==> config.mk <==
export PLATFORM = sky130hd
export DESIGN_NAME = issue_select_bank_flat
export DESIGN_NICKNAME = d
export VERILOG_FILES = /design/src/rtl/issue_select_bank_if.sv /design/src/rtl/issue_select_bank.sv /design/src/flat_wrapper.sv
export SDC_FILE = /design/constraint.sdc
export NUM_CORES = 1
export LEC_CHECK = 0
export ABC_AREA = 1
export CAP_MARGIN = 20
export CORE_UTILIZATION = 35
export DETAILED_ROUTE_END_ITERATION = 16
export GPL_ROUTABILITY_DRIVEN = 0
export SYNTH_ARGS = -nofsm -noshare
export SYNTH_HDL_FRONTEND = slang
export SYNTH_SLANG_ARGS = --single-unit
==> constraint.sdc <==
create_clock -name clock -period 7.5 [get_ports clock]
set_clock_uncertainty 0.05 [all_clocks]
set_input_delay 0.75 -clock clock [delete_from_list [all_inputs] [get_ports clock]]
set_output_delay 0.75 -clock clock [all_outputs]
set_load 0.05 [all_outputs]
==> src/rtl/issue_select_bank_if.sv <==
`default_nettype none
// ============================================================================
// Module      : issue_select_bank_if (with package issue_select_pkg)
// Description : RS entry type and the bus between one reservation-station
//               bank and its issue selector.
//                 master : RS / issue-stage side. Drives mispredict,
//                          rs_entries and fu_grants. Receives the clear
//                          outputs and the issue register.
//                 slave  : selector side.
// Revision    : 1.0 - initial release
// ============================================================================

package issue_select_pkg;
    localparam int ROB_IDX_W = 5;

    typedef struct packed {
        logic                 valid;
        logic                 src1_ready;
        logic                 src2_ready;
        logic                 rob_wrap;
        logic [ROB_IDX_W-1:0] rob_idx;
        logic [15:0]          payload;
    } rs_entry_t;
endpackage

interface issue_select_bank_if #(
    parameter int N_ENTRIES = 8,
    parameter int N_ISSUE   = 2
);
    import issue_select_pkg::*;

    localparam int IDX_W = $clog2(N_ENTRIES);
    localparam int CNT_W = $clog2(N_ISSUE + 1);

    logic               mispredict;
    rs_entry_t          rs_entries [N_ENTRIES];
    logic [N_ISSUE-1:0] fu_grants;
    logic [N_ISSUE-1:0] issue_clear_valid;
    logic [IDX_W-1:0]   issue_clear_idx [N_ISSUE];
    rs_entry_t          issue_entries [N_ISSUE];
    logic [CNT_W-1:0]   issue_count;

    modport master (
        output mispredict, rs_entries, fu_grants,
        input  issue_clear_valid, issue_clear_idx, issue_entries, issue_count
    );

    modport slave (
        input  mispredict, rs_entries, fu_grants,
        output issue_clear_valid, issue_clear_idx, issue_entries, issue_count
    );
endinterface

`default_nettype wire

==> src/rtl/issue_select_bank.sv <==
`default_nettype none
// ============================================================================
// Module      : issue_select_bank
// Description : Per-category issue selector. Picks up to N_ISSUE ready
//               entries from one RS bank, one per granted FU slot. Returns
//               combinational clear indices. Registers the picks into the
//               issue register.
//               Ranking is chosen with the ISSUE_AGE_ORDER_EN macro:
//                 defined   : oldest-first by (rob_wrap, rob_idx).
//                 undefined : round-robin starting at rr_q.
// Ports       : clock   - rising-edge clock
//               reset   - asynchronous, active-high
//               sel_if  - issue_select_bank_if.slave, which carries:
//                         mispredict, rs_entries and fu_grants (in);
//                         issue_clear_valid / issue_clear_idx (comb out);
//                         issue_entries / issue_count (registered out)
// Revision    : 1.0 - initial release
// ============================================================================

module issue_select_bank #(
    parameter  int N_ENTRIES = 8,
    parameter  int N_ISSUE   = 2,
    localparam int IDX_W     = $clog2(N_ENTRIES)
) (
    input  logic                clock,
    input  logic                reset,
    issue_select_bank_if.slave  sel_if
);
    import issue_select_pkg::*;

    localparam int CNT_W = $clog2(N_ISSUE + 1);
    localparam int ORD_W = IDX_W + 1;

    logic [N_ENTRIES-1:0] ready;
    logic [IDX_W-1:0]     rank [N_ENTRIES];
    logic [N_ISSUE-1:0]   clear_valid;
    logic [IDX_W-1:0]     clear_idx [N_ISSUE];
    rs_entry_t            entries_d [N_ISSUE];
    rs_entry_t            entries_q [N_ISSUE];
    logic [CNT_W-1:0]     count_d;
    logic [CNT_W-1:0]     count_q;

`ifdef ISSUE_AGE_ORDER_EN
    // a is older than b. Differing wraps mean b's ROB index already wrapped.
    function automatic logic older(input rs_entry_t a, input rs_entry_t b);
        if (a.rob_wrap == b.rob_wrap) begin
            return a.rob_idx < b.rob_idx;
        end
        return a.rob_idx > b.rob_idx;
    endfunction
`else
    logic [IDX_W-1:0] rr_q;
    logic [IDX_W-1:0] rr_d;

    // Distance of idx from the round-robin start, walking upward with wrap.
    function automatic logic [IDX_W:0] rr_pos(input int idx, input logic [IDX_W-1:0] ptr);
        logic [IDX_W:0] i_ext;
        i_ext = (IDX_W+1)'(idx);
        if (i_ext >= {1'b0, ptr}) begin
            return i_ext - {1'b0, ptr};
        end
        return i_ext + (IDX_W+1)'(N_ENTRIES) - {1'b0, ptr};
    endfunction
`endif

    always_comb begin : p_ready
        for (int i = 0; i < N_ENTRIES; i++) begin
            ready[i] = sel_if.rs_entries[i].valid & sel_if.rs_entries[i].src1_ready
                     & sel_if.rs_entries[i].src2_ready;
        end
    end

    // rank[i] = number of ready entries that beat entry i. Ranks are only
    // meaningful for ready entries.
    always_comb begin : p_rank
        for (int i = 0; i < N_ENTRIES; i++) begin
            rank[i] = '0;
            for (int j = 0; j < N_ENTRIES; j++) begin
                if (j != i && ready[j]) begin
`ifdef ISSUE_AGE_ORDER_EN
                    if (older(sel_if.rs_entries[j], sel_if.rs_entries[i]) ||
                        (!older(sel_if.rs_entries[i], sel_if.rs_entries[j]) && j < i)) begin
                        rank[i] = rank[i] + IDX_W'(1);
                    end
`else
                    if (rr_pos(j, rr_q) < rr_pos(i, rr_q)) begin
                        rank[i] = rank[i] + IDX_W'(1);
                    end
`endif
                end
            end
        end
    end

    // The n-th granted slot takes the ready entry of rank n. Each entry has
    // a single rank, so two slots can never clear the same index. The
    // first-match guard keeps each slot one-hot even if ranks collide.
    always_comb begin : p_select
        logic [ORD_W-1:0] ord;
        logic             found;
        ord   = '0;
        found = 1'b0;
        for (int k = 0; k < N_ISSUE; k++) begin
            found          = 1'b0;
            clear_valid[k] = 1'b0;
            clear_idx[k]   = '0;
            entries_d[k]   = '0;
            if (sel_if.fu_grants[k]) begin
                for (int i = 0; i < N_ENTRIES; i++) begin
                    if (!found && ready[i] && ({1'b0, rank[i]} == ord)) begin
                        found        = 1'b1;
                        clear_idx[k] = IDX_W'(i);
                        entries_d[k] = sel_if.rs_entries[i];
                    end
                end
                ord = ord + ORD_W'(1);
            end
            if (found && !sel_if.mispredict && !reset) begin
                clear_valid[k] = 1'b1;
            end else begin
                clear_idx[k] = '0;
                entries_d[k] = '0;
            end
        end
    end

    always_comb begin : p_count
        count_d = '0;
        for (int k = 0; k < N_ISSUE; k++) begin
            if (clear_valid[k]) begin
                count_d = count_d + CNT_W'(1);
            end
        end
    end

    always_ff @(posedge clock or posedge reset) begin : p_issue_reg
        if (reset) begin
            for (int k = 0; k < N_ISSUE; k++) begin
                entries_q[k] <= '0;
            end
            count_q <= '0;
        end else begin
            for (int k = 0; k < N_ISSUE; k++) begin
                entries_q[k] <= entries_d[k];
            end
            count_q <= count_d;
        end
    end

`ifndef ISSUE_AGE_ORDER_EN
    // The highest valid slot holds the lowest-priority pick. The next scan
    // starts just past it.
    always_comb begin : p_rr_next
        rr_d = rr_q;
        for (int k = 0; k < N_ISSUE; k++) begin
            if (clear_valid[k]) begin
                rr_d = (clear_idx[k] == IDX_W'(N_ENTRIES - 1)) ? '0 : clear_idx[k] + IDX_W'(1);
            end
        end
    end

    always_ff @(posedge clock or posedge reset) begin : p_rr_reg
        if (reset) begin
            rr_q <= '0;
        end else begin
            rr_q <= rr_d;
        end
    end
`endif

    assign sel_if.issue_clear_valid = clear_valid;
    assign sel_if.issue_clear_idx   = clear_idx;
    assign sel_if.issue_entries     = entries_q;
    assign sel_if.issue_count       = count_q;

endmodule

`default_nettype wire

==> src/flat_wrapper.sv <==
// flat-port wrapper written by rule: the top's interface ports become plain ports
module issue_select_bank_flat import issue_select_pkg::*;
#(
    parameter  int N_ENTRIES = 8,
    parameter  int N_ISSUE   = 2,
    localparam int IDX_W     = $clog2(N_ENTRIES)
)
  (clock, reset, sel_if_mispredict, sel_if_rs_entries, sel_if_fu_grants, sel_if_issue_clear_valid, sel_if_issue_clear_idx, sel_if_issue_entries, sel_if_issue_count);
  issue_select_bank_if #(.N_ENTRIES(N_ENTRIES), .N_ISSUE(N_ISSUE)) sel_if_i ();
  input  logic clock;
  input  logic reset;
  input wire logic [$bits(sel_if_i.mispredict)-1:0] sel_if_mispredict;
  input wire logic [$bits(sel_if_i.rs_entries)-1:0] sel_if_rs_entries;
  input wire logic [$bits(sel_if_i.fu_grants)-1:0] sel_if_fu_grants;
  output wire logic [$bits(sel_if_i.issue_clear_valid)-1:0] sel_if_issue_clear_valid;
  output wire logic [$bits(sel_if_i.issue_clear_idx)-1:0] sel_if_issue_clear_idx;
  output wire logic [$bits(sel_if_i.issue_entries)-1:0] sel_if_issue_entries;
  output wire logic [$bits(sel_if_i.issue_count)-1:0] sel_if_issue_count;
  assign sel_if_i.mispredict = sel_if_mispredict;
  assign sel_if_i.rs_entries = {>>{sel_if_rs_entries}};
  assign sel_if_i.fu_grants = sel_if_fu_grants;
  assign sel_if_issue_clear_valid = sel_if_i.issue_clear_valid;
  assign sel_if_issue_clear_idx = {>>{sel_if_i.issue_clear_idx}};
  assign sel_if_issue_entries = {>>{sel_if_i.issue_entries}};
  assign sel_if_issue_count = sel_if_i.issue_count;
  issue_select_bank #(.N_ENTRIES(N_ENTRIES), .N_ISSUE(N_ISSUE)) u_core (.clock(clock), .reset(reset), .sel_if(sel_if_i));
endmodule
Word level (Yosys, flattened, before mapping) --
Index checks and enable logic that the tools add are counted.
Cells by class: add/subtract/negate cells 67, magnitude comparators 63, eq/ne operators 10, muxes and demuxes 397, bitwise operators 16, reductions and logical operators 59
Operators with widths (number):
- $mux 4 | 135
- $mux 25 | 20
- $mux 3 | 119
- $lt 4x4->1 | 56
- $add 3x1->3 const B | 49
- $mux 1 | 118
- $logic_and 1x1->1 | 34
- $sub 4x3->4 const A | 8
- $eq 3x1->1 | 8
- $logic_not 3->1 | 8
- $and 1x1->1 | 16
- $logic_not 1->1 | 16
- $sub 3x3->4 const A | 4
- $mux 2 | 5
- $ge 3x3->1 const A | 3
- $sub 1x3->4 const A | 2
- $sub 2x3->4 const A | 2
- $eq 3x3->1 const B | 2
- $ge 1x3->1 const A | 2
- $ge 2x3->1 const A | 2
- $add 1x1->2 const B | 2
- $reduce_bool 2->1 | 1
Storage, ports and cells: bits in registers 55, input port bits 205, output and inout bits 60, logic and storage cells 626

Logic depth before layout (Yosys ltp) --
Gate-level depths: netlist (run 1).
depth after elaboration 72, depth in mapped cells 53, depth with buffers taken out 52

Worst setup path before layout (run 1) --
Ideal clock, no wire load.
path kind register to register, start point reg u_core.rr_q[2], end point reg u_core.rr_q[2], setup time 125 ps, arrival 7825 ps, required time 7325 ps, path slack -500 ps, stages on the path, launching flop included 45, period minus slack after synthesis 8000 ps, path through dfrtp_1 > buf_4 > inv_1 > ha_1 > inv_1 > ha_1 > nand3_1 > and2_1 > ha_1 > nand2_1 > nand2_2 > ha_1 > nand2_1 > nand2_1 > ha_1 > nor2_1 > a31oi_1 > ha_1 > [... 9 more ...] > xnor2_1 > a21boi_0 > o21ai_0 > nor2_1 > nand3_1 > nand3_2 > nor2_2 > nand4_1 > inv_1 > nand2_2 > clkbuf_1 > a41oi_1 > ha_1 > ha_1 > inv_1 > nand2_1 > o21ai_0 > o21ai_1
Between the ends: longest elaborated chain between the ends 72
Ends and longest elaborated chain:
- from (decl) | line issue_select_bank.sv:52 | logic [IDX_W-1:0] rr_q;
- from (signal assigned) | line issue_select_bank.sv:166 | rr_q <= rr_d;
- $ge 1x3->1 | line issue_select_bank.sv:59 | if (i_ext >= {1'b0, ptr}) begin
- $mux 1 | line issue_select_bank.sv:59
- $mux 1 | line issue_select_bank.sv:79 | if (j != i && ready[j]) begin
- $mux 4 | line issue_select_bank.sv:62 | return i_ext + (IDX_W+1)'(N_ENTRIES) - {1'b0, ptr};
- $mux 4 | line issue_select_bank.sv:79
- $lt 4x4->1 | line issue_select_bank.sv:86 | if (rr_pos(j, rr_q) < rr_pos(i, rr_q)) begin
- $mux 1 | line issue_select_bank.sv:86
- $mux 1 | line issue_select_bank.sv:79
- [... 55 more ...]
- $mux 1 | line issue_select_bank.sv:110 | if (!found && ready[i] && ({1'b0, rank[i]} == ord)) begin
- $mux 1 | line issue_select_bank.sv:108 | if (sel_if.fu_grants[k]) begin
- $logic_and 1x1->1 (2 in series) | line issue_select_bank.sv:118 | if (found && !sel_if.mispredict && !reset) begin
- $mux 3 (*) | line issue_select_bank.sv:118
- named net sel_if_issue_clear_idx[4] | line flat_wrapper.sv:16 | output wire logic [$bits(sel_if_i.issue_clear_idx)-1:0] sel_if_issue_clear_idx;
- $add 3x1->3 or $eq 3x3->1 (tied branches) | line issue_select_bank.sv:157 | rr_d = (clear_idx[k] == IDX_W'(N_ENTRIES - 1)) ? '0 : clear_idx[k] + IDX_W'(1);
- $mux 3 (*) | line issue_select_bank.sv:157
- $mux 3 (*) (2 in series) | line issue_select_bank.sv:156 | if (clear_valid[k]) begin
The timed path passes the listed nets; every way through them passes the cells marked *. The select of a mux whose other input is x is not followed. A chain may end at the register's enable or synchronous reset.

Worst setup path after layout (run 1) --
start point reg u_core.rr_q[1], end point out sel_if_issue_clear_idx[1]
Between the ends: longest elaborated chain between the ends 68
Ends and longest elaborated chain (line):
- $ge 1x3->1 | issue_select_bank.sv:59
- $mux 1 | issue_select_bank.sv:59
- $mux 1 | issue_select_bank.sv:79
- $mux 4 | issue_select_bank.sv:62
- $mux 4 | issue_select_bank.sv:79
- $lt 4x4->1 | issue_select_bank.sv:86
- $mux 1 | issue_select_bank.sv:86
- $mux 1 | issue_select_bank.sv:79
- [... 50 more ...]
- $mux 1 | issue_select_bank.sv:110
- $mux 1 | issue_select_bank.sv:108
- $logic_not 1->1 | issue_select_bank.sv:110
- $logic_and 1x1->1 (2 in series) | issue_select_bank.sv:110
- $mux 1 | issue_select_bank.sv:110
- $mux 1 | issue_select_bank.sv:108
- $logic_and 1x1->1 (2 in series) | issue_select_bank.sv:118
- $mux 3 (*) | issue_select_bank.sv:118
- to (decl) | flat_wrapper.sv:16
Mark *: on every way between the ends. The rest lies on a longest branch, timed or not. The select of a mux whose other input is x is not followed.

==> metrics, run 1 <==
Data arrival, critical path 6.52 ns; CTS buffer count 5; drt initial violations 1163; DR vias 12263; Final setup viols 0; critical path fanouts, max 6; net switching power 1.78 mW; fin util 52.8%; slowest stage delay, CP 0.47 ns; Top delay family on crit path simple AND/OR/NAND/NOR gates; yosys warns 0; Max H-tree Level 2; Slew @ Worst Pin 0.814 ns; post-DR vias/cell 5.49; area grow syn2layout 48.3%; die width 167 um; std cell rows 60; total die area 0.0280 sq mm; CP Data Required Time 6.70 ns; Worst Setup Path Type flip-flop to primary output; P_leak 6.84 nW; Cell Area, Placed 0.0130 sq mm; clock power share 7.8%; reg-to-reg endpoint u_core.sel_if.issue_entries[3]; Crit path buffers/inverters 6; Clk Latency, worst-skew pair 0.31 ns; WHS Endpoint u_core.rr_q[0]; power consumption 3.31 mW; CTS clk-pin slew, worst paths 0.08 ns; clk root buf clkbuf_16; Cell variety after synth 56; WHS 0.631 ns; NumNets Final 2213; Routed WL 44.7 mm; Switching Fraction 53.8%; DRC 0; largest net degree at the start of global routing 56; max cap viols 0; outcome completed; crit share post-route 97.6%; Pint 1.53 mW; fin cells 2232; Mapped Cells 1558; power density cells 233 mW/mm^2; Hold Crit Start u_core.rr_q[0]; clock tree buffer depth 2; initial core utilization 35.6%; post-DR wirelength/cell 20.0 um; top-level I/O count 265; setup ws final 0.180 ns; source of the worst register-to-register timing path u_core.rr_q[1]; vias in the first global route 11326; first-pass GRT wire length 65.4 mm; CTS Hold Bufs 0; PortBufs 264; cell mode on critical path nand2_1; Worst slew margin 45.2%; part of the power in registers 10.0%; dominant synthesized flop cell dfrtp_1; Layout fillers 2671; element type at the critical path end primary output; global-route usage over all layers 30.3%; worst slack, placed 0.0657 ns; grt ovf 0; post-route cell area 0.0142 sq mm; Clock Sinks 55; Gate power share 82.3%; crit path time final 7.32 ns; register area share after synthesis 14.4%; CTS tree done; Worst R2R Path Depth 44; Setup crit start kind flip-flop; ys async rst share 100%; synthesized flop and latch total 55; min-delay worst type flip-flop to flip-flop; Core ar. 0.0269 sq mm; initial antenna violation count 10; Post-synth EDFFs 0; syn_area_per_cell 6.14 sq um; placed cells 2175; RSZ-0062 raised after global routing true; fmax 137 MHz; DR pass1 iterations 6; Mapped Area 0.00956 sq mm; Multi-input gate area 0.00800 sq mm; Die H 167 um; final hold viol count 0; CP max stage cell dfrtp_2; Slew Viols, Final 0; FF/Latch Area 0.00138 sq mm; dpl hpwl 34.6 mm; syn nets 1890; Peak VDD IR 0.154 mV; r2r setup slk 0.49 ns; antenna viol nets, final 0; share of layout cells above drive strength 1 17.4%; hold path depth 3; Setup TNS Final 0 ns
[repair_timing]
| action | in CTS | in global routing |
|---|---|---|
| resized for setup | 24 | 147 |
| pin swaps | 6 | 78 |
| endpoints found under the hold margin | 0 | 0 |
| gates cloned | 0 | 0 |
| setup endpoints to repair | 8 | 55 |
| setup buffers | 6 | 34 |
[cell usage after synthesis, types with 3 or more instances]
cell type  count  area share [%]
o22ai_1       21             1.4
clkbuf_1      16            0.63
or2_2         19             1.2
o211ai_1       5            0.39
inv_2          9            0.35
ha_1         127              17
nand3_2        8            0.84
a211oi_1       8            0.63
o2111ai_1      6            0.55
xor2_1        20             1.8
a22oi_1       11            0.86
or2_0          3            0.20
nor2_2        12            0.79
o21a_1         4            0.31
o21ai_0       87             4.6
o221ai_1       4            0.37
nand3b_1       4            0.31
nand2_1      421              17
nor3_1         6            0.31
xnor2_1        7            0.64
nor3_4         3            0.51
and2_1         4            0.26
nand3_1      152             8.0
nand4_1       24             1.6
dfrtp_1       55              14
buf_2         23             1.2
o21bai_1       3            0.24
nor2_1       118             4.6
a31oi_1       15            0.98
o21ai_1       28             1.5
nand2_2       30             2.0
buf_4         10            0.79
inv_1        160             6.3
a21oi_1      106             5.5
[metal layers]
layer  vias to the layer above  track usage, %  routed length [um]
met2                       566            53.9               21800
met5                         -               0                  14
met1                      5746            36.7               18100
li1                       5844               -                   -
met4                         2            12.4                1960
met3                       105            4.09                2880
[registers in the layout (all words and copies together) (netlist names)]
name                         flops
u_core.rr_q                      3
u_core.sel_if.issue_count        2
u_core.sel_if.issue_entries     50
[worst register-to-register path, delay by kind of cell, from the launching register on]
family / cells / cell delay, ns
AND/OR/NAND/NOR: 20 / 1.98
buffers and inverters: 8 / 1.16
AO/OA/AOI/OAI: 5 / 0.81
XOR/XNOR: 3 / 0.53
adder cells (fa/ha/maj): 8 / 1.91
flip-flops: 1 / 0.47
[area by class of cell]
type	count	area share (%)
clock inverters	3	0.194
clock buffers	5	0.882
repair buffers	369	25.0
multi-input cells	1280	56.4
diodes	9	0.159
inverters	170	4.65
well taps	341	3.01
flip-flops and latches	55	9.72
[cells by family after synthesis]
logic type	count (synthesis)	synth area share, %
buffers and inverters	223	9.62
AOI/OAI and AO/OA	307	18.2
adders and majority gates	127	16.6
xor gates and xnor gates	27	2.47
and+or+nand+nor	818	38.6
DFF	55	14.4
muxes	1	0.105
[power by group through the flow]
stage	sequential, mW	clock (mW)	combinational (mW)
after global placement	0.332	0	2.17
after detailed placement	0.332	0	2.20
after floorplan	0.387	0	1.40
final	0.330	0.257	2.72
after CTS	0.326	0.260	2.27
after global routing	0.332	0.272	2.98
[worst max path at each step]
stage                      startpoint                        end  slack (ns)  cells after the start
6_report               u_core.rr_q[1]  sel_if_issue_clear_idx[1]        0.18                     42
5_1_grt                u_core.rr_q[1]  sel_if_issue_clear_idx[1]       -0.14                     42
4_1_cts                u_core.rr_q[0]  sel_if_issue_clear_idx[3]        0.02                     46
3_5_place_dp   sel_if_rs_entries[197]  sel_if_issue_clear_idx[0]        0.07                     38
3_3_place_gp   sel_if_rs_entries[197]  sel_if_issue_clear_idx[0]        0.22                     38
2_1_floorplan          u_core.rr_q[2]             u_core.rr_q[2]       -0.08                     44
[layout by cell type (no fill, tap or decap), types with 8 or more instances in the layout]
| master | count |
|---|---|
| xor2_1 | 20 |
| nor2_2 | 12 |
| buf_12 | 8 |
| a21oi_1 | 102 |
| ha_4 | 20 |
| nand2_2 | 48 |
| nor2_4 | 14 |
| nand2_4 | 14 |
| o22ai_1 | 21 |
| nor2_1 | 106 |
| inv_2 | 18 |
| a31oi_1 | 12 |
| nand4_1 | 24 |
| clkdlybuf4s50_1 | 256 |
| ha_1 | 102 |
| diode_2 | 9 |
| o21ai_1 | 30 |
| buf_4 | 97 |
| or2_2 | 16 |
| o21ai_0 | 84 |
| nand2_1 | 391 |
| a22oi_1 | 11 |
| nand3_2 | 16 |
| inv_1 | 144 |
| nand3_1 | 139 |
| dfrtp_1 | 53 |
No activity file was read; power rests on OpenSTA's default activity.
==> run 2, diff against run 1 <==
RECOVER_POWER = 25   (was not set)
REMOVE_ABC_BUFFERS = 1   (was not set)
==> run 2 against run 1 <==
Compared with the run above: via count shrank 0.35%; sequential share of layout area barely moved; global-route usage is 1.2 points lower; register-to-register slack improved by 0.05 ns; worst setup slack lost 0.064 ns; combinational power decreased by 6%; first-iteration DRC count fell by 8.0%; wire length decreased by 5.2%; final cell count is 0.13% higher; critical path type unchanged; the run now ends with max-capacitance violations, max-slew violations left; core utilization fell by 0.12 points; die area stayed put; non-clock buffer count increased by 9; largest cell class unchanged.
==> metrics, run 2 (synthesis gave the netlist of run 1 again) <==
RSZ-0062 raised after global routing true; post-DR wirelength/cell 19.0 um (-5.3%); Crit path buffers/inverters 14 (+8); max reg flops 50 (unchanged); fmax 135 MHz (-0.87%); commonest non-fill, non-tap cell in the layout nand2_1; Max H-tree Level 2 (unchanged); Worst slew margin -122% (-170 points); Data arrival, critical path 6.58 ns (+0.06 ns); global-route usage over all layers 29.1% (-1.2 points); Peak VDD IR 0.141 mV (-8.1%); element type at the critical path end primary output; initial core utilization 35.6% (unchanged); CTS clk-pin slew, worst paths 0.08 ns (about the same); clk root buf clkbuf_16; cell mode on critical path nand2_1; CTS buffer count 5 (unchanged); most frequent cells in the layout nand2_1 (392), clkdlybuf4s50_1 (255), inv_1 (150), nand3_1 (141); Final setup viols 0 (unchanged); Worst Setup Path Type flip-flop to primary output; CP Data Required Time 6.70 ns (about the same); Slew Viols, Final 56 (+56); Top delay family on crit path simple AND/OR/NAND/NOR gates; clock tree buffer depth 2 (unchanged); antenna viol nets, final 0 (unchanged); PortBufs 264 (unchanged); outcome finished, violations left; crit path time final 7.38 ns (+0.0641 ns); Slew @ Worst Pin 3.33 ns (+2.51 ns); placed cells 2178 (+0.14%); top-level I/O count 265 (unchanged); setup ws final 0.115 ns (-0.0641 ns); Setup crit start kind flip-flop; final hold viol count 0 (unchanged); NumNets Final 2222 (+0.41%); Routed WL 42.4 mm (-5.2%); Clk Latency, worst-skew pair 0.31 ns (about the same); largest net degree at the start of global routing 56 (unchanged); DR pass1 iterations 5 (-1); min-delay worst type flip-flop to flip-flop; fin cells 2235 (+0.13%); share of layout cells above drive strength 1 17.0% (-0.35 points); fin util 52.7% (-0.12 points); worst slack, placed -0.0704 ns (-0.136 ns); max cap viols 1 (+1); area grow syn2layout 48.0%; vias in the first global route 11457 (+1.2%); first-pass GRT wire length 63.7 mm (-2.7%); CTS Hold Bufs 0 (unchanged); power consumption 3.18 mW (-3.9%); violated checks max-capacitance violations, max-slew violations; critical path fanouts, max 4 (-2); crit share post-route 98.5% (+0.86 points); CTS tree done; CP max stage cell dfrtp_2; post-DR vias/cell 5.47 (-0.48%); slowest stage delay, CP 0.45 ns (-0.02 ns); drt initial violations 1070 (-8.0%); Die H 167 um (unchanged); Clock Sinks 55 (unchanged); power density cells 225 mW/mm^2 (-3.7%); Core ar. 0.0269 sq mm (unchanged); P_leak 6.86 nW (+0.34%); DR vias 12220 (-0.35%); total die area 0.0280 sq mm (unchanged); initial antenna violation count 3 (-7); std cell rows 60 (unchanged); Layout fillers 2671 (unchanged); die width 167 um (unchanged); grt ovf 0 (unchanged); DRC 0 (unchanged); dpl hpwl 32.9 mm (-5.0%)
## run 2: cell types whose count changed in the layout (fill, tap and decap cells not counted), moves of 3 or more
cell     delta
nor2_4      -5
nor2_2      +6
diode_2     -6
inv_1       +6
ha_1        +3
nand2_2     +5
buf_12      +4
buf_4       +5
nand2_4     -6
inv_2       -5
## run 2: where the power goes
part / leakage (nW) / switching, mW / internal, mW
combinational: 6.02 / 1.53 / 1.04
sequential: 0.759 / 0.0142 / 0.316
clock: 0.0815 / 0.128 / 0.160
total: 6.86 / 1.67 / 1.51
## run 2: final cells by class
cell class | count | area [sq um] | area share (%)
diodes | 3 | 7.51 | 0.0531
well taps | 341 | 427 | 3.02
clock inverters | 2 | 38.8 | 0.274
repair buffers | 378 | 3650 | 25.8
multi-input cells | 1280 | 7870 | 55.6
flip-flops and latches | 55 | 1380 | 9.74
clock buffers | 6 | 129 | 0.911
inverters | 170 | 651 | 4.60
## run 2: repair_timing
| item | CTS | global route |
|---|---|---|
| hold endpoints to repair | 0 | 0 |
| setup buffers | 19 | 27 |
| gates cloned | 0 | 0 |
| setup endpoints to repair | 8 | 41 |
| pin swaps | 10 | 70 |
| resized for setup | 32 | 117 |
## run 2: routing by layer
metal	wire [um]	vias up	global-route usage, %
met4	1830	0	13.2
met3	3270	119	3.99
met1	17400	5649	36.4
met5	0	-	0
met2	20000	579	49.5
li1	-	5873	-
## run 2: worst register-to-register path, delay by kind of cell, from the launching register on
kind,cells,cell delay [ns]
simple gates,24,2.19
fa+ha+maj,9,2.12
buf+inv,12,1.40
compound gates,5,0.63
flops,1,0.45
## run 2: worst paths after layout
| path | start | end | cells after the start | slack [ns] |
|---|---|---|---|---|
| max | u_core.rr_q[1] | sel_if_issue_clear_idx[5] | 49 | 0.12 |
| min | u_core.rr_q[0] | u_core.rr_q[0] | 3 | 0.63 |
| max reg2reg | u_core.rr_q[1] | u_core.rr_q[2] | 50 | 0.54 |
| min reg2reg | u_core.rr_q[0] | u_core.rr_q[0] | 3 | 0.63 |
| max in group asynchronous | reset | u_core.rr_q[1] | 3 | 3.15 |
| min in group asynchronous | reset | u_core.sel_if.issue_entries[31] | 3 | 2.14 |
## run 2: stage by stage
stage | setup TNS (ns) | hold WS, ns | cell area (sq um)
after global routing | -1.28 | 0.672 | 14200
after detailed placement | -0.149 | 0.531 | 13000
after floorplan | -9.22 | 0.530 | 9280
after CTS | 0 | 0.637 | 13400
after global placement | 0 | 0.523 | 13000
final | 0 | 0.635 | 14200
